$ cat config.mk
export PLATFORM = sky130hd
export DESIGN_NAME = lfsr_gen_flat
export DESIGN_NICKNAME = d
export VERILOG_FILES = /design/src/rtl/lfsr_pkg.sv /design/src/rtl/lfsr_if.sv /design/src/rtl/lfsr_gen.sv /design/src/flat_wrapper.sv
export SDC_FILE = /design/constraint.sdc
export NUM_CORES = 1
export LEC_CHECK = 0
export ABC_AREA = 0
export CAP_MARGIN = 20
export CORE_MARGIN = 10
export CORE_UTILIZATION = 51
export CTS_BUF_LIST = sky130_fd_sc_hd__clkbuf_2 sky130_fd_sc_hd__clkbuf_4 sky130_fd_sc_hd__clkbuf_8
export DETAILED_ROUTE_END_ITERATION = 7
export PLACE_DENSITY = 0.93
export SYNTH_ARGS = -nofsm -noshare
export SYNTH_HDL_FRONTEND = slang
export SYNTH_SLANG_ARGS = --single-unit
export TNS_END_PERCENT = 20
$ cat constraint.sdc
create_clock -name clk -period 2.2 [get_ports clk]
set_input_delay 0.33 -clock clk [delete_from_list [all_inputs] [get_ports clk]]
set_output_delay 0.33 -clock clk [all_outputs]
set_load 0.01 [all_outputs]
$ cat src/rtl/lfsr_pkg.sv
// rtl/lfsr_pkg.sv - shared constants and helper functions for the LFSR generator
//
// Purpose : tap masks for the common register widths, the next-state equation
//           and zero-seed substitution, shared by the generator and its users.
// Ports   : none (package).

package lfsr_pkg;

   localparam logic [7:0]  TAPS_8  = 8'hB8;
   localparam logic [15:0] TAPS_16 = 16'hB400;
   localparam logic [31:0] TAPS_32 = 32'h8020_0003;

   localparam int MIN_WIDTH = 3;
   localparam int MAX_WIDTH = 32;

   // Left shift with the tap parity entering at bit 0. Operands are carried at
   // 32 bits so one function serves every width; callers keep the low WIDTH
   // bits, and the caller's zero-extended upper bits never reach the parity.
   function automatic logic [31:0] lfsr_next(input logic [31:0] state,
                                             input logic [31:0] taps);
      return (state << 1) | {31'd0, ^(state & taps)};
   endfunction

   // An all-zero LFSR would lock up, so zero is replaced by 1.
   function automatic logic [31:0] nz(input logic [31:0] v);
      return (v == 32'd0) ? 32'd1 : v;
   endfunction

endpackage

$ cat src/rtl/lfsr_if.sv
// rtl/lfsr_if.sv - control and observation bundle of the LFSR generator
//
// Purpose : groups the per-cycle controls and the registered results.
// Ports   : en, load, seed          - driven by the master (user logic)
//           lfsr_out, adv_cnt,
//           period_done, period_len - driven by the slave (lfsr_gen)

interface lfsr_if #(
   parameter int WIDTH = 8
) ();

   logic             en;
   logic             load;
   logic [WIDTH-1:0] seed;
   logic [WIDTH-1:0] lfsr_out;
   logic [WIDTH-1:0] adv_cnt;
   logic             period_done;
   logic [WIDTH-1:0] period_len;

   modport master (
      output en, load, seed,
      input  lfsr_out, adv_cnt, period_done, period_len
   );

   modport slave (
      input  en, load, seed,
      output lfsr_out, adv_cnt, period_done, period_len
   );

endinterface

$ cat src/rtl/lfsr_gen.sv
// rtl/lfsr_gen.sv - parametrised Fibonacci LFSR with seed load and period measurement
//
// Purpose : pseudo-random source. Steps on en, loads a run-time seed on load
//           (load wins over en), never enters the all-zero state, and measures
//           the number of advances taken to return to the start value.
// Ports   : clk          - clock
//           rst_n        - asynchronous active-low reset, synchronous release
//           bus.en       - advance one step this cycle
//           bus.load     - load bus.seed this cycle (priority over en)
//           bus.seed     - seed value; 0 is replaced by 1
//           bus.lfsr_out - current state (registered)
//           bus.adv_cnt  - advances since reset, load or period completion
//           bus.period_done - one-cycle pulse when the state returns to start
//           bus.period_len  - length of the last completed period (held)

module lfsr_gen
   import lfsr_pkg::*;
#(
   parameter int               WIDTH      = 8,
   parameter logic [WIDTH-1:0] TAPS       = lfsr_pkg::TAPS_8,
   parameter logic [WIDTH-1:0] RESET_SEED = 1
) (
   input  logic    clk,
   input  logic    rst_n,
   lfsr_if.slave   bus
);

   // Reset seed after zero substitution; also the reset value of start.
   localparam logic [WIDTH-1:0] RESET_VAL = WIDTH'(nz(32'(RESET_SEED)));
   localparam logic [WIDTH-1:0] ONE       = WIDTH'(1);

   // Without the top tap the register is not a true WIDTH-bit LFSR.
   if (TAPS[WIDTH-1] != 1'b1) begin : g_bad_taps
      $error("lfsr_gen: TAPS bit WIDTH-1 must be set");
   end

   if (WIDTH < MIN_WIDTH || WIDTH > MAX_WIDTH) begin : g_bad_width
      $error("lfsr_gen: WIDTH must be within 3..32");
   end

   logic [WIDTH-1:0] state_q,  state_d;
   logic [WIDTH-1:0] start_q,  start_d;
   logic [WIDTH-1:0] adv_q,    adv_d;
   logic [WIDTH-1:0] len_q,    len_d;
   logic             done_q,   done_d;

   logic [WIDTH-1:0] step_val;
   logic [WIDTH-1:0] seed_val;

   assign step_val = WIDTH'(lfsr_next(32'(state_q), 32'(TAPS)));
   assign seed_val = WIDTH'(nz(32'(bus.seed)));

   always_comb begin
      state_d = state_q;
      start_d = start_q;
      adv_d   = adv_q;
      len_d   = len_q;
      done_d  = 1'b0;

      if (bus.load) begin
         state_d = seed_val;
         start_d = seed_val;
         adv_d   = '0;
      end else if (bus.en) begin
         state_d = step_val;
         // Comparing the value about to be entered against start lets the
         // pulse appear in the very next cycle, alongside the returned state.
         if (step_val == start_q) begin
            adv_d  = '0;
            len_d  = adv_q + ONE;
            done_d = 1'b1;
         end else begin
            adv_d  = adv_q + ONE;
         end
      end
   end

   always_ff @(posedge clk or negedge rst_n) begin
      if (!rst_n) begin
         state_q <= RESET_VAL;
         start_q <= RESET_VAL;
         adv_q   <= '0;
         len_q   <= '0;
         done_q  <= 1'b0;
      end else begin
         state_q <= state_d;
         start_q <= start_d;
         adv_q   <= adv_d;
         len_q   <= len_d;
         done_q  <= done_d;
      end
   end

   assign bus.lfsr_out    = state_q;
   assign bus.adv_cnt     = adv_q;
   assign bus.period_done = done_q;
   assign bus.period_len  = len_q;

endmodule
$ cat src/flat_wrapper.sv
// flat-port wrapper written by rule: the top's interface ports become plain ports
module lfsr_gen_flat import lfsr_pkg::*;
#(
   parameter int               WIDTH      = 8,
   parameter logic [WIDTH-1:0] TAPS       = lfsr_pkg::TAPS_8,
   parameter logic [WIDTH-1:0] RESET_SEED = 1
)
  (clk, rst_n, bus_en, bus_load, bus_seed, bus_lfsr_out, bus_adv_cnt, bus_period_done, bus_period_len);
  lfsr_if #(.WIDTH(WIDTH)) bus_i ();
  input  logic clk;
  input  logic rst_n;
  input wire logic [$bits(bus_i.en)-1:0] bus_en;
  input wire logic [$bits(bus_i.load)-1:0] bus_load;
  input wire logic [$bits(bus_i.seed)-1:0] bus_seed;
  output wire logic [$bits(bus_i.lfsr_out)-1:0] bus_lfsr_out;
  output wire logic [$bits(bus_i.adv_cnt)-1:0] bus_adv_cnt;
  output wire logic [$bits(bus_i.period_done)-1:0] bus_period_done;
  output wire logic [$bits(bus_i.period_len)-1:0] bus_period_len;
  assign bus_i.en = bus_en;
  assign bus_i.load = bus_load;
  assign bus_i.seed = bus_seed;
  assign bus_lfsr_out = bus_i.lfsr_out;
  assign bus_adv_cnt = bus_i.adv_cnt;
  assign bus_period_done = bus_i.period_done;
  assign bus_period_len = bus_i.period_len;
  lfsr_gen #(.WIDTH(WIDTH), .TAPS(TAPS), .RESET_SEED(RESET_SEED)) u_core (.clk(clk), .rst_n(rst_n), .bus(bus_i));
endmodule
* After elaboration in Yosys (flattened, before gate mapping)
Index checks and enable logic that the tools add are counted.
Widths: inputs -> output; s select.
** Storage, ports and cells
- Flip-flop bits (word level) :: 33
- Input port bits :: 12
- Logic and storage cells :: 22
** Operators by class
- Add/sub/neg operators :: 1
- Equality and inequality tests :: 1
- Muxes and demuxes :: 9
- Bitwise operators :: 2
- Reductions and logical operators :: 4
** Operators with widths (number)
- $mux 8 :: 6
- $reduce_xor 32->1 :: 1
- $add 8x1->8 const B :: 1
- $eq 8x8->1 :: 1
- $logic_not 8->1 :: 1
- $or 8x1->8 :: 1
- $mux 1 :: 3
- $reduce_and 3->1 :: 1
- $reduce_bool 2->1 :: 1
- $not 1->1 :: 1

* Logic depth before layout (Yosys ltp)
- Word-level depth :: 6
- Mapped depth :: 5
- Depth with buffers taken out :: 5

* Worst setup path after synthesis
OpenSTA, ideal clock, no wires.
- Path kind :: register -> register
- From :: register u_core.state_q[3] (netlist: u_core.bus.lfsr_out[3])
- To :: register u_core.len_q[1] (netlist: u_core.bus.period_len[1])
- Setup time :: 0.125 ns
- Data arrival time :: 1.577 ns
- Setup slack :: 0.498 ns
- Cell stages (with the launch flop) :: 5
- Buffers on the path :: 0
- Path through :: dfrtp_1 -> xnor2_2 -> xnor3_2 -> nand4_4 -> mux2_2
** On the way
- Word-level cells in the longest chain between the ends :: 4
** Ends and longest elaborated chain
- start, declared :: RTL line lfsr_gen.sv:41 : logic [WIDTH-1:0] state_q, state_d;
- start signal, assigned :: RTL line lfsr_gen.sv:86 : state_q <= state_d;
- $reduce_xor 32->1 :: RTL line lfsr_pkg.sv:21 : return (state << 1) | {31'd0, ^(state & taps)};
- $or 8x1->8 * :: RTL line lfsr_pkg.sv:21
- $eq 8x8->1 * :: RTL line lfsr_gen.sv:68 : if (step_val == start_q) begin
- $reduce_and 3->1 (no line) *
- end signal, assigned :: RTL line lfsr_gen.sv:89 : len_q <= len_d;
- end, declared :: RTL line lfsr_gen.sv:44 : logic [WIDTH-1:0] len_q, len_d;
Every way passes the cells marked *; elsewhere a longest branch is shown, timed or not.
A chain may end at the register's enable or synchronous reset.

* Final worst setup path
- From :: register u_core.state_q[3] (netlist: u_core.bus.lfsr_out[3])
- To :: register u_core.len_q[3] (netlist: u_core.bus.period_len[3])
Same word-level chain as after synthesis.

==> run_results.csv <==
group,metric,value,unit
power_and_ir_drop,vdd_drop_max,0.0002905,V
setup_path,critPathArrivalTime,2.01,ns
placement,io_buffers,36,
setup_path,r2r_end,"u_core.bus.period_len[3]$_DFFE_PN0P_",
layout,n_antenna_cell,0,
power_and_ir_drop,p_int,0.0009601,W
drt,drc_errors,0,
layout,nets,195,
logic_synthesis,async_flop_share,100.0,%
logic_synthesis,synth_cell_types,26,
setup_path,cp-end-kind,"flip-flop",
die,ioPinCount,37,
logic_synthesis,synthSimpleGateAreaFrac,10.71,%
sta,fin_crit,1.800,ns
sta,finalHoldViolations,0,
drt,drt-pass1-iter-count,4,
job,cap_violations,0,
sta,fmax,555.6,MHz
sta,fin_worst_skew,0.01838,ns
die,rows,20,
grt,grtUsageTotal,12.98,%
sta,setup_viol,0,
sta,rsz0062_at_grt,"false",
grt,grt_max_degree,34,
placement,routabilityCongestion,0.7479,
die,coreArea,3028,sq um
layout,final_common_cell,"clkdlybuf4s50_1",
logic_synthesis,synth_edf_count,0,
die,dieArea,5778,sq um
power_and_ir_drop,power_switching,0.0003614,W
cts,insertion_delay,0.33,ns
power_and_ir_drop,power,0.001322,W
grt,grt_pass1_wl,6223,um
logic_synthesis,avgSynthCellArea,11.43,sq um
drt,vias_per_cell,5.251,
cts,holdBufCountCts,0,
grt,gr-total-overflow,0,
die,start_util,52.85,%
sta,worst_pin_slew,0.4168,ns
sta,max_slew_margin,72.21,%
setup_path,r2r_slack,0.40,ns
sta,fin_tns_setup,0,ns
drt,routed_wl,3668,um
cts,cts-htree-levels,2,
cts,clkTransAtPathRegs,0.11,ns
drt,vias,1192,
logic_synthesis,syn_inst,140,
power_and_ir_drop,switching_share,27.35,%
grt,grt_pass1_vias,1272,
power_and_ir_drop,power_frac_seq,52.0,%
setup_path,startpoint_type,"flip-flop",
grt,antenna_found_initial,0,
cts,tritoncts,"built",
cts,cts.sinks,33,
setup_path,crit_fanout,8,
cts,cts_buffer_depth,2,
cts,cts-root-buf,"clkbuf_4",
layout,final_cell_mix,"36 x clkdlybuf4s50_1, 31 x dfrtp_1, 17 x o21ai_0, 14 x xor2_1, 11 x nand2_1",
cts,postCtsSetupBuffers,0,
logic_synthesis,synth_ff_type,"dfrtp_1",
logic_synthesis,synthesis.area,1600,sq um
logic_synthesis,muxShareOfSynthArea,10.56,%
power_and_ir_drop,p_per_area,631.7,nW/um^2
sta,fin_crit_sh,81.81,%
die,die_y,76.02,um
logic_synthesis,synthAdderAreaFrac,0.7819,%
setup_path,r2r-start,"u_core.bus.lfsr_out[3]$_DFFE_PN0P_",
drt,wl_per_cell,16.16,um
logic_synthesis,seq_area_frac_synth,51.76,%
drt,antenna_left,0,
sta,drv_slew,0,
placement,dp_hpwl,2823,um
power_and_ir_drop,leakage,0.9637,nW
status,status,"finished clean",
cts,numCtsBuffers,5,
logic_synthesis,yosys_warnings,0,
power_and_ir_drop,clkPwrFrac,28.5,%
power_and_ir_drop,combPwrFrac,19.5,%
logic_synthesis,synthXorXnorAreaFrac,12.90,%
die,dieWidth,76.02,um
worst_hold_path,hp-class,"input pin to asynchronous set/reset pin",
logic_synthesis,synth-compound-area-share,9.695,%
logic_synthesis,synth-seq-cells,33,
drt,drt_iter0_markers,135,
layout,drive_gt1_share,14.21,%
cts,post_cts_resized,0,
setup_path,required,2.41,ns
layout,area_growth,30.73,%
setup_path,crit_type,"flip-flop to flip-flop",
setup_path,r2r_cells,4,
logic_synthesis,synth_top_family_by_area,"XOR/XNOR gates",
logic_synthesis,synthesis.nets,153,
## power groups by stage
stage | clock, W | sequential, W | combinational (W)
floorplan | 0 | 0.000702 | 0.000135
global placement | 0 | 0.000696 | 0.000253
detailed placement | 0 | 0.000699 | 0.000261
CTS | 0.000388 | 0.000687 | 0.000262
global route | 0.000416 | 0.000694 | 0.000280
finish | 0.000377 | 0.000687 | 0.000258
## cells in the mapped netlist, types with 2 or more instances
library cell  count  area share [%]
dfrtp_1          31              48
o21ai_0          17             5.3
xor2_1           14             7.7
nand2_1          11             2.6
inv_1            10             2.3
mux2i_1           9             5.6
mux2_2            7             4.9
xnor2_1           5             2.7
a211oi_1          4             1.9
a32o_1            4             2.5
nor2_1            4            0.94
nor3_1            4             1.3
nand3_1           3            0.94
buf_1             2            0.47
clkbuf_1          2            0.47
dfstp_2           2             3.3
nor4_1            2            0.78
## worst max-delay path, cell delays in order (launching register included)
cell and delay [ns]:
dfrtp_1 0.48, xnor2_2 0.24, xnor3_2 0.41, nand4_4 0.18
mux2_2 0.36
## state kept, by name (all words and copies together), names as in the netlist
name / count
u_core.start_q: 8
u_core.bus.period_done: 1
u_core.bus.lfsr_out: 8
u_core.bus.period_len: 8
u_core.bus.adv_cnt: 8
## worst max path at each step
stage / depth (start not counted) / endpoint / startpoint
after floorplan: 4 / u_core.bus.period_len[1]$_DFFE_PN0P_ / u_core.bus.lfsr_out[3]$_DFFE_PN0P_
after global placement: 5 / u_core.bus.period_len[1]$_DFFE_PN0P_ / bus_en
after detailed placement: 5 / u_core.bus.period_len[3]$_DFFE_PN0P_ / bus_en
after CTS: 4 / u_core.bus.period_len[3]$_DFFE_PN0P_ / u_core.bus.lfsr_out[3]$_DFFE_PN0P_
after global routing: 4 / u_core.bus.period_len[3]$_DFFE_PN0P_ / u_core.bus.lfsr_out[3]$_DFFE_PN0P_
final: 4 / u_core.bus.period_len[3]$_DFFE_PN0P_ / u_core.bus.lfsr_out[3]$_DFFE_PN0P_
## layout make-up
type | count | area [sq um]
Clock buffer | 8 | 66.31
Fill cell | 211 | 935.9
Multi-Input combinational cell | 92 | 714.4
Timing Repair Buffer | 40 | 390.4
Sequential cell | 33 | 828.3
Inverter | 10 | 37.54
Tap cell | 44 | 55.05
## cells by family (layout without fill, tap and decap cells)
family,after synthesis,after routing
adder cells (fa/ha/maj),1,1
multiplexers,16,16
flip-flops,33,33
buffers and inverters,15,58
XOR/XNOR,21,21
AO/OA/AOI/OAI,25,25
AND/OR/NAND/NOR,29,29
## layer usage
metal  up-vias  GRT usage, %  wire length (um)
met5         -             0                 0
met4         0         7.576                80
met3         6         2.476               141
met2        31         23.21              1955
met1       584         13.79              1491
li1        571             -                 -
## stage by stage
| stage | cell area [sq um] | setup slack (ns) | utilization [%] | std cells | hold slack, ns |
|---|---|---|---|---|---|
| detailed placement | 2026 | 0.3147 | 66.90 | 219 | 0.4718 |
| finish | 2092 | 0.4002 | 69.09 | 227 | 0.3862 |
| floorplan | 1600 | 0.4985 | - | 140 | 0.03441 |
| global route | 2092 | 0.3105 | 69.09 | 227 | 0.4111 |
| global placement | 2026 | 0.3549 | 66.90 | 219 | 0.4626 |
| CTS | 2092 | 0.3871 | 69.09 | 227 | 0.3958 |
Power figures use the tool's default switching activity.
